<file path="src/rtl/id_hazard_ctrl.sv">
// Hazard/sequencing controller beside ID: load-use stalls, branch flushes,
// post-reset bubble fill, data-memory freeze with timeout, perf counters.
module id_hazard_ctrl #(
    parameter int CNT_W       = 16,
    parameter int INIT_CYCLES = 2,
    parameter int MEM_TIMEOUT = 256
) (
    input  logic             i_clk,
    input  logic             i_rst_n,
    input  logic             i_idValid,
    input  logic [4:0]       i_idRs1,
    input  logic [4:0]       i_idRs2,
    input  logic             i_exMemRead,
    input  logic [4:0]       i_exRd,
    input  logic             i_brTaken,
    input  logic             i_memBusy,
    output logic             o_pcEn,
    output logic             o_ifidEn,
    output logic             o_ifidFlush,
    output logic             o_idexFlush,
    output logic             o_pipeEn,
    output logic [1:0]       o_state,
    output logic             o_memErr,
    output logic [CNT_W-1:0] o_stallCnt,
    output logic [CNT_W-1:0] o_flushCnt
);

    localparam int IW = (INIT_CYCLES > 1) ? $clog2(INIT_CYCLES) : 1;
    localparam int WW = $clog2(MEM_TIMEOUT);
    localparam logic [IW-1:0] INIT_LAST = IW'(INIT_CYCLES - 1);
    localparam logic [WW-1:0] WAIT_LAST = WW'(MEM_TIMEOUT - 1);

    typedef enum logic [1:0] {
        S_INIT = 2'b00,
        S_RUN  = 2'b01,
        S_WAIT = 2'b10
    } state_t;

    state_t            state;
    state_t            state_nxt;
    logic [IW-1:0]     init_cnt;
    logic [WW-1:0]     wait_cnt;
    logic              lu;
    logic              stall_evt;
    logic              flush_evt;
    logic              active;

    assign lu = i_exMemRead & i_idValid & (i_exRd != 5'd0) &
                ((i_idRs1 == i_exRd) | (i_idRs2 == i_exRd));

    assign active  = (state == S_RUN) | (state == S_WAIT);
    assign o_state = state;

    always_comb begin
        state_nxt   = state;
        o_pcEn      = 1'b0;
        o_ifidEn    = 1'b1;
        o_ifidFlush = 1'b1;
        o_idexFlush = 1'b1;
        o_pipeEn    = 1'b1;
        stall_evt   = 1'b0;
        flush_evt   = 1'b0;
        case (state)
            S_RUN, S_WAIT: begin
                // Freeze outranks a taken branch; EX re-presents it later.
                if (i_memBusy) begin
                    o_ifidEn    = 1'b0;
                    o_ifidFlush = 1'b0;
                    o_idexFlush = 1'b0;
                    o_pipeEn    = 1'b0;
                    stall_evt   = 1'b1;
                    state_nxt   = S_WAIT;
                end else begin
                    state_nxt = S_RUN;
                    if (i_brTaken) begin
                        o_pcEn    = 1'b1;
                        flush_evt = 1'b1;
                    end else if (lu) begin
                        o_ifidEn    = 1'b0;
                        o_ifidFlush = 1'b0;
                        stall_evt   = 1'b1;
                    end else begin
                        o_pcEn      = 1'b1;
                        o_ifidFlush = 1'b0;
                        o_idexFlush = 1'b0;
                    end
                end
            end
            S_INIT: begin
                if (init_cnt == INIT_LAST) begin
                    state_nxt = S_RUN;
                end
            end
            default: state_nxt = S_INIT;
        endcase
    end

    always_ff @(posedge i_clk or negedge i_rst_n) begin
        if (!i_rst_n) begin
            state    <= S_INIT;
            init_cnt <= '0;
        end else begin
            state <= state_nxt;
            if (state == S_INIT && init_cnt != INIT_LAST) begin
                init_cnt <= init_cnt + 1'b1;
            end
        end
    end

    // Wait counter parks at its last value; the error flag is sticky anyway.
    always_ff @(posedge i_clk or negedge i_rst_n) begin
        if (!i_rst_n) begin
            wait_cnt <= '0;
            o_memErr <= 1'b0;
        end else if (active && i_memBusy) begin
            if (wait_cnt == WAIT_LAST) begin
                o_memErr <= 1'b1;
            end else begin
                wait_cnt <= wait_cnt + 1'b1;
            end
        end else begin
            wait_cnt <= '0;
        end
    end

    always_ff @(posedge i_clk or negedge i_rst_n) begin
        if (!i_rst_n) begin
            o_stallCnt <= '0;
            o_flushCnt <= '0;
        end else begin
            if (stall_evt && o_stallCnt != '1) begin
                o_stallCnt <= o_stallCnt + 1'b1;
            end
            if (flush_evt && o_flushCnt != '1) begin
                o_flushCnt <= o_flushCnt + 1'b1;
            end
        end
    end

endmodule

</file>
<file path="config.mk">
export PLATFORM = sky130hd
export DESIGN_NAME = id_hazard_ctrl
export DESIGN_NICKNAME = d
export VERILOG_FILES = /design/src/rtl/id_hazard_ctrl.sv
export SDC_FILE = /design/constraint.sdc
export NUM_CORES = 1
export LEC_CHECK = 0
export CORE_MARGIN = 2
export CORE_UTILIZATION = 30
export DETAILED_ROUTE_END_ITERATION = 16
export DONT_BUFFER_PORTS = 1
export PLACE_DENSITY = 0.47
export SLEW_MARGIN = 20
export SYNTH_ARGS = -nofsm -noshare
export SYNTH_HDL_FRONTEND = slang
export SYNTH_SLANG_ARGS = --single-unit
</file>
<file path="constraint.sdc">
create_clock -name i_clk -period 3.95 [get_ports i_clk]
set_input_delay 0.395 -clock i_clk [delete_from_list [all_inputs] [get_ports i_clk]]
set_output_delay 0.395 -clock i_clk [all_outputs]
set_load 0.05 [all_outputs]
</file>
==> flow_summary.yaml, run 1 <==
worst_setup_path:
  regToRegSetupSlack_ps: 1330
  max_stage_delay_ps: 800
  worstPathCellList: "inv_1 -> ha_1 -> and2_1 -> o21ai_1"
  reg2reg_depth: 8
  crit_arrival_ps: 2470
  crit_family: "compound AO/OA/AOI/OAI gates"
  cp_max_fo: 7
  slowest_stage: "o21ai_1"
  worstSetupStartpointType: "flop"
  r2r_start: "o_state[0]$_DFFE_PN0N_"
  path_buf_inv: 1
  crit_path_end_kind: "primary output"
  reg2reg_to: "o_flushCnt[7]$_DFFE_PN0P_"
  path_class: "flop to primary output"
  crit_required_ps: 3560
finish:
  final_cell_mix: "dfrtp_1, xnor2_1, nand2_1, nand3_1, nor2_1"
  fin_nets: 250
  antenna_cells: 0
  fin_util_pct: 34.8
  fin_area_um2: 2540
  layout.filler_cells: 764
  final_common_cell: "dfrtp_1"
  drive_gt1_share_pct: 8.00
  area_delta_synth_final_pct: 12.1
sta:
  setup_violations: 0
  min_period_ps: 2870
  tns_ps: 0
  fmax_mhz: 349
  finalHoldViolCount: 0
  rsz0062_at_grt: "no"
  hold-worst-slack_ps: 380
  relSlewSlack_pct: 34.1
  finalCritPeriodShare_pct: 72.5
  tightest_slew_ps: 982
  fin_skew_ps: 9.15
  maxSlewViolCount: 0
synth:
  synth-main-ff-cell: "dfrtp_1"
  async_flop_share_pct: 100
  yosysSeqAreaShare_pct: 48.6
  ys_ff_latch: 44
  synthDistinctLibCells: 39
  yosys_warnings: 0
  synth.net_count: 243
  synth_edf_count: 0
  synthCells: 217
  synth.avg_cell_area_um2: 10.4
  synthesis.area_um2: 2260
floorplan:
  ioPinCount: 61
  die_w_um: 90.9
  die_h_um: 90.9
  num_rows: 31
  die-area_um2: 8260
  start_util_pct: 31.0
  design.core.area_um2: 7290
outcome:
  status: "finished, final reports clean"
hold_path:
  hold_path_startpoint: "i_memBusy"
  whs_endpoint: "o_state[0]$_DFFE_PN0N_"
  min_path_type: "input port to flop"
  hold_depth: 2
routing:
  routed-via-count: 1596
  drc: 0
  vias_per_cell: 4.93
  dr.pass1.iters: 4
  first_iter_violations: 87
  drtAntennaViolNets: 0
  finalWirelength_mm: 4.88
  avgRoutedWirePerCell_um: 15.1
clocking:
  path_clk_slew_ps: 90
  cts_buffers: 5
  post-cts-setup-buffer-count: 0
  root_buffer: "clkbuf_8"
  insertion_delay_ps: 290
  h-tree-depth: 2
  clk_path_buf_depth: 2
  cts_tree: "built"
  clock-sinks: 44
placement:
  gp_congestion: 0.708
  dp_hpwl_mm: 3.62
  postPlaceCellArea_um2: 2370
  io_buffers: 0
power_and_ir_drop:
  power.total_mw: 1.49
  peakVddDrop_uv: 309
  power_density_nw_per_um2: 587
  p_leak_nw: 1.08
global_routing:
  grt_pass1_wl_mm: 8.20
  grt_pass1_vias: 1621
  antenna_found_initial: 0
  overflow: 0
  grt_use_total_pct: 12.1
  grt_max_degree: 45
run:
  cap_violations: 0
[registers in the layout, indices dropped and copies added (netlist names)]
| signal | cells |
|---|---|
| init_cnt | 1 |
| o_state | 2 |
| o_flushCnt | 16 |
| o_memErr | 1 |
| o_stallCnt | 16 |
| wait_cnt | 8 |
[cells in the mapped netlist (all sizes together) (3+ instances only)]
master / count / area [um2]
a21oi: 3 / 15.0
o21a: 3 / 22.5
dfrtp: 44 / 1100
nand2b: 3 / 18.8
nor2: 15 / 56.3
xnor2: 29 / 254
o21ai: 3 / 15.0
nand2: 22 / 82.6
mux2i: 3 / 30.0
nand3: 16 / 85.1
inv: 7 / 26.3
ha: 5 / 62.6
mux2: 4 / 48.8
nor3: 5 / 25.0
nand4: 11 / 68.8
and3: 5 / 31.3
and4: 4 / 35.0
xor2: 12 / 105
[report_power, final]
group / leakage (nW) / internal [mW] / total (mW) / switching, mW
Combinational: 0.419 / 0.117 / 0.365 / 0.248
Clock: 0.0645 / 0.223 / 0.374 / 0.151
Sequential: 0.594 / 0.501 / 0.750 / 0.250
Total: 1.08 / 0.841 / 1.49 / 0.648
[per-stage QoR]
stage,setup WS (ps),instances
after floorplan,1050,217
after global placement,1290,314
after detailed placement,1310,314
after CTS,1050,324
after global routing,930,324
final,1080,324
[routing by layer]
layer / global-route usage, % / up-vias / wire (um)
li1: - / 778 / -
met4: 2.65 / 0 / 14
met5: 0 / - / 0
met2: 18.8 / 56 / 2130
met3: 4.92 / 2 / 419
met1: 15.9 / 760 / 2310
[worst max path at each step]
stage                                      start                         end  slack (ps)  cells past startpoint
after floorplan           o_state[0]$_DFFE_PN0N_                 o_idexFlush        1050                      5
after global placement    o_state[1]$_DFFE_PN0N_   o_flushCnt[7]$_DFFE_PN0P_        1290                      8
after detailed placement  o_state[1]$_DFFE_PN0N_  o_flushCnt[12]$_DFFE_PN0P_        1310                      7
after CTS                 o_state[0]$_DFFE_PN0N_                 o_idexFlush        1050                      4
after global routing      o_state[0]$_DFFE_PN0N_                    o_ifidEn         930                      5
final                     o_state[0]$_DFFE_PN0N_                 o_idexFlush        1080                      4
[cell families after synthesis]
family | Yosys count | synth area share, %
buffers and inverters | 9 | 1.82
DFF | 44 | 48.6
xor gates and xnor gates | 41 | 15.9
and+or+nand+nor | 92 | 21.3
adders and majority gates | 5 | 2.76
AOI/OAI and AO/OA | 19 | 6.08
muxes | 7 | 3.48
[worst register-to-register path, cell delays in order (launching register included)]
cell     delay (ps)
dfrtp_1         660
inv_1           120
ha_1            350
nor2b_1         220
nand2_1         180
a31oi_1         510
nand3_1         180
nor2_1          170
xor2_1          150
[repair_timing]
item	in CTS	in global routing
endpoints found under the hold margin	44	0
resized for setup	0	0
hold buffers	2	0
[layout make-up]
type                       instances  area (um2)  share of cell area, %
inverter                           7        26.3                   1.04
sequential                        44        1100                   43.4
timing repair buffer               2        37.5                   1.48
tap                               99         124                   4.88
clock buffer                       7        96.3                   3.80
clock inverter                     1        30.0                   1.18
multi-input combinational        164        1120                   44.2
Note: power is estimated with default switching activity, not from simulation.
==> inputs of run 2 (changes only) <==
==> constraint.sdc (replaced) <==
create_clock -name i_clk -period 2.89 [get_ports i_clk]
set_input_delay 0.289 -clock i_clk [delete_from_list [all_inputs] [get_ports i_clk]]
set_output_delay 0.289 -clock i_clk [all_outputs]
set_load 0.05 [all_outputs]
==> run 2 against run 1 <==
Against the previous run: via count grew 6.0%; clock-buffer cell count grew 1; first-iteration DRC count is 5.7% higher; non-clock buffer count rose by 28; critical endpoint is now o_ifidEn.
==> flow_summary.yaml, run 2 (synthesized netlist as in run 1, its figures left out) <==
outcome:
  status: "finished, final reports clean"
routing:
  drtAntennaViolNets: 0
  dr.pass1.iters: 4
  avgRoutedWirePerCell_um: 14.4
  routed-via-count: 1691
  drc: 0
  first_iter_violations: 92
  finalWirelength_mm: 5.07
  vias_per_cell: 4.80
worst_setup_path:
  reg2reg_to: "o_flushCnt[12]$_DFFE_PN0P_"
  path_class: "flop to primary output"
  r2r_start: "o_flushCnt[12]$_DFFE_PN0P_"
  reg2reg_depth: 5
  critPathCapture: "o_ifidEn"
  worstPathCellList: "inv_1 -> ha_1 -> and2_1 -> a21oi_1 -> nand2b_1"
  worstSetupStartpointType: "flop"
  cp_max_fo: 7
  crit_path_end_kind: "primary output"
  max_stage_delay_ps: 490
  crit_path_start: "o_state[0]$_DFFE_PN0N_"
  regToRegSetupSlack_ps: 630
  slowest_stage: "nand2b_1"
  crit_arrival_ps: 2090
  crit_required_ps: 2600
finish:
  top_regs: "o_flushCnt (16), o_stallCnt (16), wait_cnt (8)"
  final_common_cell: "dfrtp_1"
  fin_area_um2: 2710
  area_delta_synth_final_pct: 19.7
  fin_nets: 278
  drive_gt1_share_pct: 17.4
  final_cell_mix: "dfrtp_1, xnor2_1, buf_4, nand2_1"
  stdcell_count: 352
  fin_util_pct: 37.2
  layout.filler_cells: 754
  antenna_cells: 0
placement:
  io_buffers: 0
  place_ws_ps: 618
  placedCellCount: 342
  dp_hpwl_mm: 3.74
  gp_congestion: 0.712
  postPlaceCellArea_um2: 2580
sta:
  fin_skew_ps: 3.78
  finalCritPeriodShare_pct: 82.2
  tns_ps: 0
  relSlewSlack_pct: 55.6
  finalWorstSetupSlack_ps: 513
  rsz0062_at_grt: "no"
  min_period_ps: 2380
  finalHoldViolCount: 0
  fmax_mhz: 421
  setup_violations: 0
  maxSlewViolCount: 0
  tightest_slew_ps: 660
  hold-worst-slack_ps: 277
clocking:
  insertion_delay_ps: 290
  h-tree-depth: 2
  path_clk_slew_ps: 80
  cts_buffers: 5
  clock-sinks: 44
  holdBufCountCts: 2
  cts_resized: 0
  post-cts-setup-buffer-count: 0
  cts_tree: "built"
  clk_path_buf_depth: 2
  root_buffer: "clkbuf_8"
floorplan:
  die_h_um: 90.9
  design.core.area_um2: 7290
  die-area_um2: 8260
  start_util_pct: 31.0
  ioPinCount: 61
  num_rows: 31
  die_w_um: 90.9
hold_path:
  hold_path_startpoint: "i_memBusy"
  min_path_type: "input port to flop"
power_and_ir_drop:
  power.total_mw: 2.06
  power_density_nw_per_um2: 761
  p_leak_nw: 1.20
  peakVddDrop_uv: 452
global_routing:
  grt_pass1_vias: 1756
  grt_use_total_pct: 13.1
  antenna_found_initial: 0
  grt_max_degree: 45
  overflow: 0
  grt_pass1_wl_mm: 8.71
run:
  cap_violations: 0
==> run 2: report_power, final <==
part	internal [mW]	leakage, nW	switching, mW
logic	0.268	0.565	0.633
registers	0.689	0.594	0.0698
clock network	0.195	0.0455	0.207
==> run 2: how the worst min path moves through the flow <==
stage                                       to  slack (ps)  cells past startpoint
finish                  o_state[0]$_DFFE_PN0N_         280                      2
global route            o_state[0]$_DFFE_PN0N_         270                      2
CTS                     o_state[0]$_DFFE_PN0N_         270                      2
detailed placement  o_stallCnt[15]$_DFFE_PN0P_          -4                      0
global placement       wait_cnt[4]$_DFFE_PN0N_          -5                      0
floorplan                 init_cnt$_DFFE_PN0P_          -7                      0
==> run 2: area by class of cell <==
cell class	count	area (um2)	share of cell area [%]
multi-input cells	164	1120	41.4
flip-flops and latches	44	1100	40.6
repair buffers	30	248	9.14
well taps	99	124	4.57
clock buffers	8	90.1	3.32
inverters	7	26.3	0.970
==> run 2: per-layer routing <==
metal	part of all wire (%)	routed length, um	global-route usage [%]
met1	45	2280	15.8
met2	44	2260	21.0
met3	9.7	493	6.26
met4	0.83	42	3.41
met5	0	0	0
==> run 2: worst max-delay path: cells and delay by family (launching register included) <==
| kind | cells | cell delay [ps] |
|---|---|---|
| buffers and inverters | 1 | 60 |
| adders and majority gates | 1 | 320 |
| AOI/OAI and AO/OA | 1 | 290 |
| and+or+nand+nor | 2 | 770 |
| DFF | 1 | 350 |
==> inputs of run 3 (changes only) <==
--- a/config.mk
+++ b/config.mk
@@ -9,7 +9,7 @@
 export CORE_UTILIZATION = 30
 export DETAILED_ROUTE_END_ITERATION = 16
 export DONT_BUFFER_PORTS = 1
-export PLACE_DENSITY = 0.47
+export PLACE_DENSITY = 0.48
 export SLEW_MARGIN = 20
 export SYNTH_ARGS = -nofsm -noshare
 export SYNTH_HDL_FRONTEND = slang
==> constraint.sdc (replaced) <==
create_clock -name i_clk -period 2 [get_ports i_clk]
set_input_delay 0.2 -clock i_clk [delete_from_list [all_inputs] [get_ports i_clk]]
set_output_delay 0.2 -clock i_clk [all_outputs]
set_load 0.05 [all_outputs]
==> run 3 against run 2 <==
Against the previous run: clock-buffer cell count is 2 lower; hold slack worse by 46 ps; via count is 6.0% higher; global-route usage hardly changed.
==> flow_summary.yaml, run 3 (synthesized netlist as in run 1, its figures left out) <==
outcome:
  status: "finished, final reports clean"
hold_path:
  hold_depth: 4
  min_path_type: "input port to flop"
sta:
  tns_ps: 0
  finalCritPeriodShare_pct: 98.1
  rsz0062_at_grt: "yes"
  setup_violations: 0
  tightest_slew_ps: 591
  finalHoldViolCount: 0
  fin_skew_ps: 9.10
  relSlewSlack_pct: 60.6
  min_period_ps: 1960
  maxSlewViolCount: 0
  fmax_mhz: 510
worst_setup_path:
  worstPathCellList: "ha_4 -> nand2_4 -> or4_4 -> o221a_1 -> o21a_4 -> mux2_4"
  crit_path_end_kind: "flop"
  slowest_stage: "or4_4"
  reg2reg_depth: 6
  path_class: "flop to flop"
  crit_arrival_ps: 2140
  max_stage_delay_ps: 540
  cp_max_fo: 8
  worstSetupStartpointType: "flop"
  crit_required_ps: 2180
finish:
  drive_gt1_share_pct: 40.6
  antenna_cells: 0
  final_common_cell: "buf_4"
  top_regs: "o_flushCnt (16), o_stallCnt (16), wait_cnt (8)"
  area_delta_synth_final_pct: 40.0
  fin_nets: 308
  final_cell_mix: "buf_4, xnor2_1, dfrtp_1, nand2_1, dfrtp_2"
  layout.filler_cells: 741
power_and_ir_drop:
  clockPowerShare_pct: 17.3
  p_leak_nw: 1.39
  power_density_nw_per_um2: 1090
  peakVddDrop_uv: 509
  power.total_mw: 3.46
  p_switching_mw: 1.46
  cell_internal_pwr_mw: 2.00
  pwr-share-comb_pct: 50.7
  p_sw_share_pct: 42.2
  pwr-share-seq_pct: 31.9
floorplan:
  die-area_um2: 8260
  design.core.area_um2: 7290
  num_rows: 31
  die_w_um: 90.9
  start_util_pct: 31.0
  ioPinCount: 61
  die_h_um: 90.9
clocking:
  cts_buffers: 5
  clk_path_buf_depth: 2
  insertion_delay_ps: 300
  h-tree-depth: 2
  root_buffer: "clkbuf_8"
  cts_tree: "built"
  clock-sinks: 44
  path_clk_slew_ps: 90
global_routing:
  antenna_found_initial: 0
  grt_use_total_pct: 13.1
  overflow: 0
  grt_pass1_vias: 1765
  grt_max_degree: 45
  grt_pass1_wl_mm: 8.71
placement:
  dp_hpwl_mm: 3.86
  gp_congestion: 0.759
  io_buffers: 0
routing:
  avgRoutedWirePerCell_um: 13.9
  routed-via-count: 1792
  first_iter_violations: 89
  dr.pass1.iters: 4
  drc: 0
  vias_per_cell: 4.69
  drtAntennaViolNets: 0
  finalWirelength_mm: 5.32
run:
  cap_violations: 0
[run 3: cell types whose count changed in the layout (fill, tap and decap cells not counted), moves of 3 or more]
cell and change:
dfrtp_2 +19, nand2_1 -3, buf_12 +3, dfrtp_1 -19
buf_4 +25
[run 3: area by class of cell]
class	count	area (um2)	area share, %
Multi-Input combinational cell	164	1270	40.2
Inverter	7	31.3	0.987
Clock inverter	2	15.0	0.474
Clock buffer	6	82.6	2.61
Tap cell	99	124	3.91
Sequential cell	44	1120	35.5
Timing Repair Buffer	60	518	16.3
[run 3: stage by stage]
stage                     hold WS, ps  utilization (%)  cell area (um2)  instances  setup WS, ps
final                             230             43.5             3170        382          38.9
after global routing              257             43.5             3170        382         -82.0
after CTS                         220             41.8             3050        377          41.4
after detailed placement        -94.7             39.6             2890        366         -46.1
after global placement          -94.5             39.6             2890        366         -8.01
after floorplan                 -95.6                -             2360        217          -157
[run 3: worst max-delay path, delay by kind of cell (launching register included)]
family	cells	cell delay (ps)
AOI/OAI and AO/OA	2	410
muxes	1	300
and+or+nand+nor	2	580
DFF	1	400
adders and majority gates	1	160
[run 3: power by group through the flow]
stage | clock, mW | combinational, mW | sequential (mW)
CTS | 0.630 | 1.67 | 1.10
finish | 0.599 | 1.75 | 1.10
detailed placement | 0 | 1.59 | 1.12
global route | 0.654 | 1.88 | 1.12
global placement | 0 | 1.58 | 1.11
floorplan | 0 | 0.673 | 1.48
[run 3: final timing paths]
| check | startpoint | to | slack, ps |
|---|---|---|---|
| min in group asynchronous | i_rst_n | wait_cnt[0]$_DFFE_PN0N_ | 430 |
| hold reg to reg | init_cnt$_DFFE_PN0P_ | init_cnt$_DFFE_PN0P_ | 530 |
| hold / removal | i_brTaken | o_flushCnt[8]$_DFFE_PN0P_ | 230 |
| setup reg to reg | o_stallCnt[0]$_DFFE_PN0P_ | o_stallCnt[1]$_DFFE_PN0P_ | 40 |
| max in group asynchronous | i_rst_n | o_state[0]$_DFFE_PN0N_ | 1360 |
| setup / recovery | o_stallCnt[0]$_DFFE_PN0P_ | o_stallCnt[1]$_DFFE_PN0P_ | 40 |
[run 3: routing by layer]
layer,wire length (um),GRT usage [%],vias to the layer above
met1,2570,18.1,854
met4,49,4.29,0
met5,0,0,-
met3,295,3.59,4
li1,-,-,889
met2,2400,19.9,45
[run 3: timing repair]
action                                  in CTS  in global routing
endpoints found under the setup margin       7                 20
resized for setup                            6                 16
buffers inserted                             1                  5
hold buffers                                 2                  0
hold endpoints to repair                    44                  0
pin swaps                                    1                 10
